### config.mk
export PLATFORM = sky130hd
export DESIGN_NAME = crop_pixel_packer
export DESIGN_NICKNAME = d
export VERILOG_FILES = /design/src/rtl/crop_pixel_packer.sv
export SDC_FILE = /design/constraint.sdc
export NUM_CORES = 1
export LEC_CHECK = 0
export BUFFER_PORTS_ARGS = -buffer_cell sky130_fd_sc_hd__buf_4
export CAP_MARGIN = 15
export CORE_ASPECT_RATIO = 1.4
export CORE_UTILIZATION = 57
export DETAILED_ROUTE_END_ITERATION = 6
export PLACE_DENSITY = 0.84
export SLEW_MARGIN = 20
export SYNTH_ARGS = -nofsm -noshare
export SYNTH_HDL_FRONTEND = slang
export SYNTH_SLANG_ARGS = --single-unit
### constraint.sdc
create_clock -name clk -period 3.25 [get_ports clk]
set_input_delay 0.65 -clock clk [delete_from_list [all_inputs] [get_ports clk]]
set_output_delay 0.65 -clock clk [all_outputs]
set_load 0.1 [all_outputs]
### src/rtl/crop_pixel_packer.sv
// Packs a serial stream of cropped pixels into 256-bit AXIS words, one pixel per lane,
// flagging the last word of every frame and zero-padding a frame's final partial word.
module crop_pixel_packer #(
  parameter int PIXEL_BIT_WIDTH = 10,
  parameter int LANE_WIDTH      = 16,
  parameter int OUT_ROWS        = 20,
  parameter int OUT_COLS        = 20
) (
  input  logic                       clk,
  input  logic                       reset,
  input  logic                       s_axis_tvalid,
  output logic                       s_axis_tready,
  input  logic [PIXEL_BIT_WIDTH-1:0] s_axis_tdata,
  output logic                       m_axis_tvalid,
  input  logic                       m_axis_tready,
  output logic [255:0]               m_axis_tdata,
  output logic [31:0]                m_axis_tkeep,
  output logic                       m_axis_tlast,
  output logic [15:0]                frame_count
);

  localparam int PPW            = 256 / LANE_WIDTH;
  localparam int FRAME_PIX      = OUT_ROWS * OUT_COLS;
  localparam int BYTES_PER_LANE = LANE_WIDTH / 8;
  localparam int LANE_IDX_W     = (PPW > 1) ? $clog2(PPW) : 1;
  localparam int PIX_W          = (FRAME_PIX > 1) ? $clog2(FRAME_PIX) : 1;

  localparam logic [LANE_IDX_W-1:0] LAST_LANE = LANE_IDX_W'(PPW - 1);
  localparam logic [PIX_W-1:0]      LAST_PIX  = PIX_W'(FRAME_PIX - 1);

  logic [LANE_IDX_W-1:0] lane_idx;
  logic [PIX_W-1:0]      pix_cnt;
  logic [255:0]          acc;
  logic [255:0]          word_q;
  logic [31:0]           keep_q;
  logic                  last_q;
  logic                  valid_q;
  logic [15:0]           frame_count_q;

  logic                  accept;
  logic                  frame_end;
  logic                  close_word;
  logic [LANE_WIDTH-1:0] lane_val;
  logic [255:0]          next_word;
  logic [31:0]           next_keep;

  assign s_axis_tready = !valid_q || m_axis_tready;
  assign accept        = s_axis_tvalid && s_axis_tready;
  assign frame_end     = (pix_cnt == LAST_PIX);
  assign close_word    = accept && ((lane_idx == LAST_LANE) || frame_end);

  // The word as it would look with the incoming pixel merged in; lanes above lane_idx stay zero.
  always_comb begin
    lane_val = '0;
    lane_val[PIXEL_BIT_WIDTH-1:0] = s_axis_tdata;
    next_word = acc;
    next_word[int'(lane_idx) * LANE_WIDTH +: LANE_WIDTH] = lane_val;
    next_keep = '0;
    for (int i = 0; i < PPW; i++) begin
      if (i <= int'(lane_idx)) next_keep[i * BYTES_PER_LANE +: BYTES_PER_LANE] = '1;
    end
  end

  // A close in the same cycle as a handshake overrides the valid drop, giving 1 pixel/clk.
  always_ff @(posedge clk or negedge reset) begin
    if (!reset) begin
      lane_idx      <= '0;
      pix_cnt       <= '0;
      acc           <= '0;
      word_q        <= '0;
      keep_q        <= '0;
      last_q        <= 1'b0;
      valid_q       <= 1'b0;
      frame_count_q <= '0;
    end else begin
      if (valid_q && m_axis_tready) begin
        valid_q <= 1'b0;
        if (last_q) frame_count_q <= frame_count_q + 16'd1;
      end
      if (accept) begin
        pix_cnt <= frame_end ? '0 : pix_cnt + 1'b1;
        if (close_word) begin
          word_q   <= next_word;
          keep_q   <= next_keep;
          last_q   <= frame_end;
          valid_q  <= 1'b1;
          acc      <= '0;
          lane_idx <= '0;
        end else begin
          acc      <= next_word;
          lane_idx <= lane_idx + 1'b1;
        end
      end
    end
  end

  assign m_axis_tvalid = valid_q;
  assign m_axis_tdata  = word_q;
  assign m_axis_tkeep  = keep_q;
  assign m_axis_tlast  = last_q;
  assign frame_count   = frame_count_q;

endmodule

**Yosys cells after proc, flatten, opt, wreduce, memory -nomap -nowiden**

Cells that the tools add are included.

- Register bits after elaboration: 575
- Latch bits: 0
- Bits in writable memories: 0
- ROM bits: 0
- Memories kept: 0

- Add/sub/neg operators: 4
- Multiply operators: 0
- Divide/modulo/power cells: 0
- Order comparisons: 15
- Equality and inequality tests: 2
- Shift operators: 2
- Mux-type cells: 22
- Bitwise logic cells: 0
- Reductions and logical operators: 8

Operator list:

| cell | number |
|---|---|
| $bwmux W256 | 1 |
| $mux W256 | 1 |
| $shift A16 B33 Y256 const A | 1 |
| $shiftx A16 B33 Y256 | 1 |
| $neg A8 Y33 | 1 |
| $le A4 B4 Y1 const A | 8 |
| $mux W2 | 15 |
| $add A16 B1 Y16 const B | 1 |
| $le A3 B4 Y1 const A | 4 |
| $add A9 B1 Y9 const B | 1 |
| $eq A9 B9 Y1 const B | 1 |
| $mux W9 | 1 |
| $le A2 B4 Y1 const A | 2 |
| $add A4 B1 Y4 const B | 1 |
| $eq A4 B4 Y1 const B | 1 |
| $le A1 B4 Y1 const A | 1 |
| $mux W4 | 1 |
| $reduce_and A2 Y1 | 2 |
| $logic_and A1 B1 Y1 | 3 |
| $mux W1 | 3 |
| $logic_or A1 B1 Y1 | 2 |
| $logic_not A1 Y1 | 1 |

**Depth between registers and ports, before layout**

Gate-level depths: netlist of run 1.

- Depth after elaboration: 6
- Depth in mapped cells: 12
- Mapped depth without buffers: 9

**Worst setup path after synthesis of run 1**

Ideal clock, no wire load.

- Kind: flip-flop to flip-flop
- Start point: register valid_q (netlist: m_axis_tvalid)
- End point: register word_q[89] (netlist: m_axis_tdata[89])
- Library setup time: 0.126 ns
- Data arrival time: 3.175 ns
- Path slack: -0.051 ns
- Stages on the path, launching flop included: 11
- Cells stage by stage: dfrtp_1 nand2b_1 clkbuf_1 and2_1 clkbuf_1 nand2_1 buf_2 buf_2 buf_2 a221oi_1 nor2_1

- Cells in the longest elaborated chain, start to end: 5

Ends and longest elaborated chain:

| what | RTL line | text |
|---|---|---|
| start: declaration | 37 | `logic valid_q;` |
| start signal: assignment | 73 | `valid_q <= 1'b0;` |
| start signal: assignment | 77 | `valid_q <= 1'b0;` |
| start signal: assignment | 86 | `valid_q <= 1'b1;` |
| $logic_not A1 Y1 (*) | 47 | `assign s_axis_tready = !valid_q \|\| m_axis_tready;` |
| $logic_or A1 B1 Y1 (*) | 47 |  |
| net s_axis_tready | 12 | `output logic s_axis_tready,` |
| $logic_and A1 B1 Y1 (*) | 48 | `assign accept = s_axis_tvalid && s_axis_tready;` |
| $logic_and A1 B1 Y1 | 50 | `assign close_word = accept && ((lane_idx == LAST_LANE) \|\| frame_end);` |
| $reduce_and A2 Y1 (no source line) (*) | - |  |
| end signal: assignment | 83 | `word_q <= next_word;` |
| end: declaration | 34 | `logic [255:0] word_q;` |

Mark *: on every way through the listed nets, which the timed path passes. The rest lies on a longest branch.
A chain may end at the register's enable or synchronous reset.

**Worst setup path after layout of run 1**

- Start point: register lane_idx[0]
- End point: register acc[232]

- Cells in the longest elaborated chain, start to end: 4
- Elaborated cells between the ends (all ways): 8

Ends and longest elaborated chain:

| what | RTL line | text |
|---|---|---|
| start: declaration | 31 | `logic [LANE_IDX_W-1:0] lane_idx;` |
| start signal: assignment | 91 | `lane_idx <= lane_idx + 1'b1;` |
| $neg A8 Y33 / $eq A4 B4 Y1 (equally long branches) | 57, 50 |  |
| $shiftx A16 B33 Y256 (tied with other cells) | 57 | `next_word[int'(lane_idx) * LANE_WIDTH +: LANE_WIDTH] = lane_val;` |
| $bwmux W256 / $logic_and A1 B1 Y1 (equally long branches) | 57, 50 |  |
| $mux W256 (*) | 82 | `if (close_word) begin` |
| end signal: assignment | 90 | `acc <= next_word;` |
| end: declaration | 33 | `logic [255:0] acc;` |

Every way passes the cells marked *; elsewhere a longest branch is shown, timed or not.

==> results of run 1 <==
## cell families (layout without fill, tap and decap cells)
family                     count (synthesis)  count (layout)
and+or+nand+nor                          918             918
DFF                                      559             559
AOI/OAI and AO/OA                        443             443
buffers and inverters                    160             469
muxes                                     52              52
xor gates and xnor gates                  23              23
adders and majority gates                  6               6
## Yosys cell counts (4+ instances only)
cell type  number  share of area (%)
a22o_1         20               0.78
dfrtp_1       559                 63
nand3_1        51                1.1
o31ai_1         4               0.13
nand3b_1        4               0.13
clkbuf_1       85                1.4
mux2i_1        51                2.3
a221oi_1       20               0.78
nor2_1        151                2.5
buf_2          49                1.1
or3_1           6               0.17
nand4_1         6               0.17
o2bb2ai_1      90                3.5
o21ai_0       199                4.5
and3_1         21               0.59
and2_1        117                3.3
buf_4          16               0.54
a31oi_1        71                2.0
nand2_1       532                8.9
xnor2_1        12               0.47
nor3_1          9               0.20
nand2b_1        6               0.17
ha_1            6               0.34
xor2_1         11               0.43
a21oi_1        26               0.58
inv_1           5              0.084
## where the power goes
group          switching [mW]  total, mW  internal [mW]  leakage [nW]
Clock                    2.56       5.95           3.39         0.811
Combinational            11.5       14.6           3.10          4.83
Sequential               1.40       10.2           8.78          7.45
Total                    15.4       30.7           15.3          13.1
## registers in the layout, summed over array words and instances (netlist names)
signal         cells
acc              256
frame_count       16
lane_idx           4
m_axis_tdata     256
m_axis_tkeep      16
m_axis_tlast       1
m_axis_tvalid      1
pix_cnt            9
## worst paths after layout
kind	startpoint	endpoint	slack [ns]	cells past startpoint
worst max-delay path	lane_idx[0]	acc[232]	0.19	9
worst min-delay path	reset	acc[141]	0.10	1
worst max register to register	lane_idx[0]	acc[232]	0.19	9
worst min register to register	frame_count[15]	frame_count[15]	0.47	1
max in group asynchronous	reset	acc[52]	2.22	2
min in group clk	frame_count[15]	frame_count[15]	0.47	1
## layout make-up
class	instances	share of cell area (%)
Timing Repair Buffer	378	11.22
Clock inverter	14	0.5741
Inverter	5	0.06945
Clock buffer	72	5.468
Tap cell	522	2.417
Sequential cell	559	51.76
Multi-Input combinational cell	1442	28.48
## per-layer routing
metal	vias to the layer above	routed length (um)	global-route usage, %
met1	8794	24050	40.83
met4	0	3386	16.68
met5	-	0	0
met2	823	30790	52.00
met3	201	4626	5.721
li1	7843	-	-
## worst max-delay path, stage by stage, from the launching register on
cell and delay (ns):
dfrtp_1 0.38, nor2_1 0.14, inv_1 0.08, nor2_1 0.15
ha_1 0.28, or2_2 0.39, a21oi_1 0.37, and2_1 0.52
nand2_1 0.39, o2bb2ai_1 0.26
## cells in the final DEF (no fill, tap or decap), types with 5 or more instances in the layout
| master | n |
|---|---|
| o21ai_2 | 5 |
| nor2_1 | 149 |
| a31oi_1 | 71 |
| xor2_1 | 11 |
| a21oi_1 | 26 |
| a22o_1 | 20 |
| inv_1 | 5 |
| mux2i_1 | 51 |
| ha_1 | 6 |
| and3_1 | 21 |
| buf_4 | 362 |
| xnor2_1 | 12 |
| clkinv_2 | 9 |
| dfrtp_1 | 559 |
| clkbuf_8 | 8 |
| and2_1 | 117 |
| buf_12 | 15 |
| nand4_1 | 6 |
| o21ai_1 | 5 |
| clkbuf_1 | 11 |
| or3_1 | 6 |
| nand2b_1 | 6 |
| a221oi_1 | 20 |
| nand3_1 | 51 |
| o21ai_0 | 190 |
| o2bb2ai_1 | 90 |
| nand2_1 | 530 |
| nor3_1 | 8 |
| clkbuf_16 | 53 |
## through the flow
step / hold WS [ns] / power (mW) / util (%) / cells
after floorplan: 0.3544 / 20.96 / - / 2161
after global placement: 0.4540 / 24.37 / 65.70 / 2906
after detailed placement: 0.4593 / 24.67 / 65.71 / 2906
after CTS: 0.1197 / 30.70 / 69.94 / 2992
after global routing: 0.1439 / 31.80 / 70.00 / 2992
final: 0.1024 / 30.71 / 70.00 / 2992
==> results.py, run 1 <==
metrics = {
    "clocking": {
        "cts_buffers": 50,
        "cts_setup_buffers": 0,
        "clock_path_buffers": 3,
        "cts.htree.levels": 2,
        "cts_tree": "yes",
        "post_cts_resize_count": 0,
        "cts-root-buf": "clkbuf_16",
        "clock_latency_ns": 0.58,
        "clk_pin_slew_worst_paths_ns": 0.07,
        "cts_hold_buf": 0,
        "clock_sinks": 559,
    },
    "global_routing": {
        "grt_antenna_before_repair": 0,
        "grt_usage_pct": 31.92,
        "grt_pass1_vias": 17610,
        "grt_pass1_wl_um": 98730,
        "grt_overflow": 0,
        "grt_max_degree": 100,
    },
    "synthesis": {
        "synth_top_family_by_area": "simple AND/OR/NAND/NOR gates",
        "yosysSeqAreaShare_pct": 62.52,
        "postSynthAreaPerCell_um2": 10.35,
        "synthMuxAreaShare_pct": 2.332,
        "yosys_warnings": 0,
        "syn-cell-area_um2": 22370,
        "synth_seq_cells": 559,
        "synth_compound_area_share_pct": 12.78,
        "synth.distinct_cells": 47,
        "synthXorXnorAreaFrac_pct": 0.9004,
        "synth_flop_cell": "dfrtp_1",
        "postSynthCellCount": 2161,
        "synth-simple-area-share_pct": 17.83,
        "async_flop_share_pct": 100.0,
        "synth_nets": 2181,
        "synth-edff-count": 0,
        "synth-adder-area-share_pct": 0.3356,
    },
    "job": {
        "drv_cap": 0,
    },
    "layout": {
        "final_nets": 2456,
        "diodes": 0,
        "drive_gt1_share_pct": 19.31,
        "stdcell_area_um2": 27020,
        "synthToLayoutAreaGrowth_pct": 20.79,
        "multi_input_area_um2": 7697,
        "num-fill-cells": 2829,
        "register_area_um2": 13990,
    },
    "sta": {
        "rsz0062_at_grt": "no",
        "slew_violations": 0,
        "period_needed_ns": 3.058,
        "finClkSkew_ns": 0.02068,
        "clock.fmax_ghz": 0.3270,
        "setup_viol": 0,
        "setup_slack_ns": 0.1918,
        "worst_slew_margin_rel_pct": 41.60,
        "setup_tns_ns": 0,
        "hold_violations": 0,
        "fin_crit_sh_pct": 94.10,
        "tightest_slew_ns": 0.8760,
    },
    "worst_setup_path": {
        "required_ns": 3.73,
        "path_max_fanout": 12,
        "cp.arrival_ns": 3.54,
        "endpoint_kind": "register",
        "path_class": "reg -> reg",
        "worst_setup_path_start_kind": "register",
    },
    "floorplanning": {
        "start_util_pct": 57.95,
        "io_pins": 321,
        "die_w_um": 169.4,
        "rows": 85,
        "die_h_um": 236.4,
        "core_area_um2": 38610,
        "dieArea_um2": 40060,
    },
    "place": {
        "dpl.hpwl_um": 42690,
        "gp_congestion": 0.8927,
        "io_buffer_count": 320,
        "place_area_um2": 25370,
        "place_ws_ns": 0.09893,
    },
    "power": {
        "powerDensity_nw_per_um2": 1137,
        "power.leakage_nw": 13.09,
        "ir_drop_mv": 0.9592,
    },
    "detailed_routing": {
        "firstDrtPassIters": 5,
        "vias": 17660,
        "drt_wl_total_um": 62860,
        "drc": 0,
        "first_iter_violations": 1620,
        "wire_per_inst_um": 21.01,
        "post_drt_via_cell_ratio": 5.903,
        "ant_nets": 0,
    },
    "worst_hold_path": {
        "hold_class": "in -> async",
    },
    "run_status": {
        "status": "complete, no violations",
    },
}
No activity file was read; power rests on OpenSTA's default activity.
==> run 2: changes to the inputs <==
--- a/config.mk
+++ b/config.mk
@@ -10,7 +10,9 @@
 export CORE_ASPECT_RATIO = 1.4
 export CORE_UTILIZATION = 57
 export DETAILED_ROUTE_END_ITERATION = 6
+export GPL_ROUTABILITY_DRIVEN = 0
 export PLACE_DENSITY = 0.84
+export REMOVE_ABC_BUFFERS = 1
 export SLEW_MARGIN = 20
 export SYNTH_ARGS = -nofsm -noshare
 export SYNTH_HDL_FRONTEND = slang
==> run 2 against run 1 <==
  * Non-clock buffer count is 6 lower
  * Sequential share of layout area fell by 0.17 points
  * Critical endpoint is now m_axis_tdata[246]
  * Clock power rose by 8.2%
  * Sequential power hardly changed
  * Via count fell by 0.40%
  * Maximum frequency up 0.84%
  * Critical path type unchanged
  * Global-route usage shrank 0.15 points
==> results.py, run 2 (synthesis results as in run 1) <==
metrics = {
    "floorplanning": {
        "io_pins": 321,
        "start_util_pct": 57.95,
        "core_area_um2": 38610,
        "die_w_um": 169.4,
        "dieArea_um2": 40060,
        "rows": 85,
        "die_h_um": 236.4,
    },
    "job": {
        "drv_cap": 0,
    },
    "sta": {
        "worst_slew_margin_rel_pct": 22.43,
        "fin_crit_sh_pct": 93.32,
        "hold_violations": 0,
        "slew_violations": 0,
        "finClkSkew_ns": 0.01012,
        "rsz0062_at_grt": "yes",
        "tightest_slew_ns": 1.156,
        "setup_viol": 0,
        "period_needed_ns": 3.033,
        "clock.fmax_ghz": 0.3297,
        "setup_tns_ns": 0,
        "setup_slack_ns": 0.2172,
    },
    "power": {
        "power.switching_mw": 15.49,
        "powerDensity_nw_per_um2": 1150,
        "pwr-share-seq_pct": 32.4,
        "power.leakage_nw": 13.14,
        "p_sw_share_pct": 49.70,
        "p_total_mw": 31.17,
        "ir_drop_mv": 1.017,
        "power.internal_mw": 15.68,
        "combPwrFrac_pct": 46.9,
        "clkPwrFrac_pct": 20.6,
    },
    "clocking": {
        "cts_tree": "yes",
        "cts_hold_buf": 0,
        "clock_latency_ns": 0.58,
        "clk_pin_slew_worst_paths_ns": 0.06,
        "clock_path_buffers": 3,
        "clock_sinks": 559,
        "cts_buffers": 51,
        "cts-root-buf": "clkbuf_16",
        "cts.htree.levels": 2,
    },
    "worst_setup_path": {
        "worstPathBufferInverterCount": 1,
        "slowest_stage": "nand2_1",
        "endpoint_kind": "register",
        "required_ns": 3.70,
        "cp_top_family": "simple AND/OR/NAND/NOR gates",
        "r2r_end": "m_axis_tdata[246]",
        "cp_common_cell": "nor2_1",
        "worst_setup_path_start_kind": "register",
        "cp.arrival_ns": 3.49,
        "path_max_fanout": 16,
        "path_class": "reg -> reg",
        "path_cells": "nor2_1, inv_1, nor2_1, ha_1, or2_2, a21oi_2, nand2_1, mux2i_1, o21ai_0",
        "critical-path-max-stage-delay_ns": 0.60,
        "r2r_slack_ns": 0.22,
        "r2r-start": "lane_idx[0]",
        "worstRegToRegCells": 9,
    },
    "global_routing": {
        "grt_usage_pct": 31.76,
        "grt_pass1_vias": 17840,
        "grt_antenna_before_repair": 0,
        "grt_overflow": 0,
        "grt_max_degree": 110,
        "grt_pass1_wl_um": 98640,
    },
    "detailed_routing": {
        "post_drt_via_cell_ratio": 5.871,
        "first_iter_violations": 1766,
        "wire_per_inst_um": 20.68,
        "firstDrtPassIters": 7,
        "ant_nets": 0,
        "drt_wl_total_um": 61960,
        "drc": 0,
        "vias": 17590,
    },
    "place": {
        "io_buffer_count": 320,
        "place_ws_ns": 0.1208,
        "dpl.hpwl_um": 40890,
    },
    "layout": {
        "drive_gt1_share_pct": 19.56,
        "synthToLayoutAreaGrowth_pct": 21.20,
        "diodes": 0,
        "final_cell_mix": "dfrtp_1, nand2_1, buf_4",
        "final_common_cell": "dfrtp_1",
        "final_nets": 2451,
    },
    "run_status": {
        "status": "complete, no violations",
    },
    "worst_hold_path": {
        "hold_class": "in -> async",
    },
}
-- run 2: cell count changes in the layout (fill, tap and decap cells not counted), sizes merged --
cell,change
buf,-6
bufinv,+5
clkbuf,-3
clkinv,+3
clkinvlp,+3
inv,+2
-- run 2: layout make-up --
type / instances / area [um^2]
clock buffers: 69 / 1454
clock inverters: 27 / 357.8
fillers: 2758 / 11490
inverters: 5 / 18.77
multi-input cells: 1442 / 7692
flip-flops and latches: 559 / 13990
well taps: 522 / 653.1
repair buffers: 372 / 2950
-- run 2: worst max-delay path by stage --
stage / startpoint / endpoint / slack, ns / cells past startpoint
after floorplan: m_axis_tvalid / m_axis_tdata[0] / -4.62 / 4
after global placement: lane_idx[0] / acc[35] / 0.18 / 7
after detailed placement: lane_idx[0] / acc[39] / 0.12 / 7
after CTS: lane_idx[0] / acc[100] / 0.08 / 7
after global routing: lane_idx[0] / m_axis_tdata[240] / -0.03 / 9
final: lane_idx[0] / m_axis_tdata[246] / 0.22 / 9
-- run 2: per-stage QoR --
| step | utilization, % | cell area (um^2) | hold slack (ns) | instances |
|---|---|---|---|---|
| after detailed placement | 65.49 | 25280 | 0.4570 | 2900 |
| after CTS | 70.18 | 27090 | 0.08704 | 2996 |
| after global placement | 65.49 | 25280 | 0.4543 | 2900 |
| final | 70.24 | 27110 | 0.06676 | 2996 |
| after global routing | 70.24 | 27110 | 0.1037 | 2996 |
| after floorplan | - | 21650 | 0.3544 | 2006 |
-- run 2: timing repair --
action                                  CTS  global route
setup buffers                             0             0
endpoints found under the setup margin    0            81
gates resized for setup                   0             5
-- run 2: worst reg2reg max path: cells and delay by family, from the launching register on --
family | cells | cell delay [ns]
adders and majority gates | 1 | 0.28
muxes | 1 | 0.33
AOI/OAI and AO/OA | 2 | 0.50
DFF | 1 | 0.38
buffers and inverters | 1 | 0.10
and+or+nand+nor | 4 | 1.33
-- run 2: layer usage --
| layer | vias up | routed length [um] | GRT usage (%) |
|---|---|---|---|
| met3 | 224 | 4313 | 5.973 |
| met5 | - | 0 | 0 |
| met1 | 8713 | 23600 | 40.23 |
| met2 | 811 | 30060 | 50.89 |
| met4 | 0 | 3986 | 19.03 |
| li1 | 7842 | - | - |
-- run 2: power by group through the flow --
stage | Sequential [mW] | Clock (mW) | Combinational [mW]
after global placement | 10.1 | 0 | 14.3
after detailed placement | 10.1 | 0 | 14.5
after floorplan | 17.3 | 0 | 3.32
final | 10.1 | 6.44 | 14.6
after global routing | 10.2 | 6.77 | 15.3
after CTS | 10.1 | 6.50 | 14.6
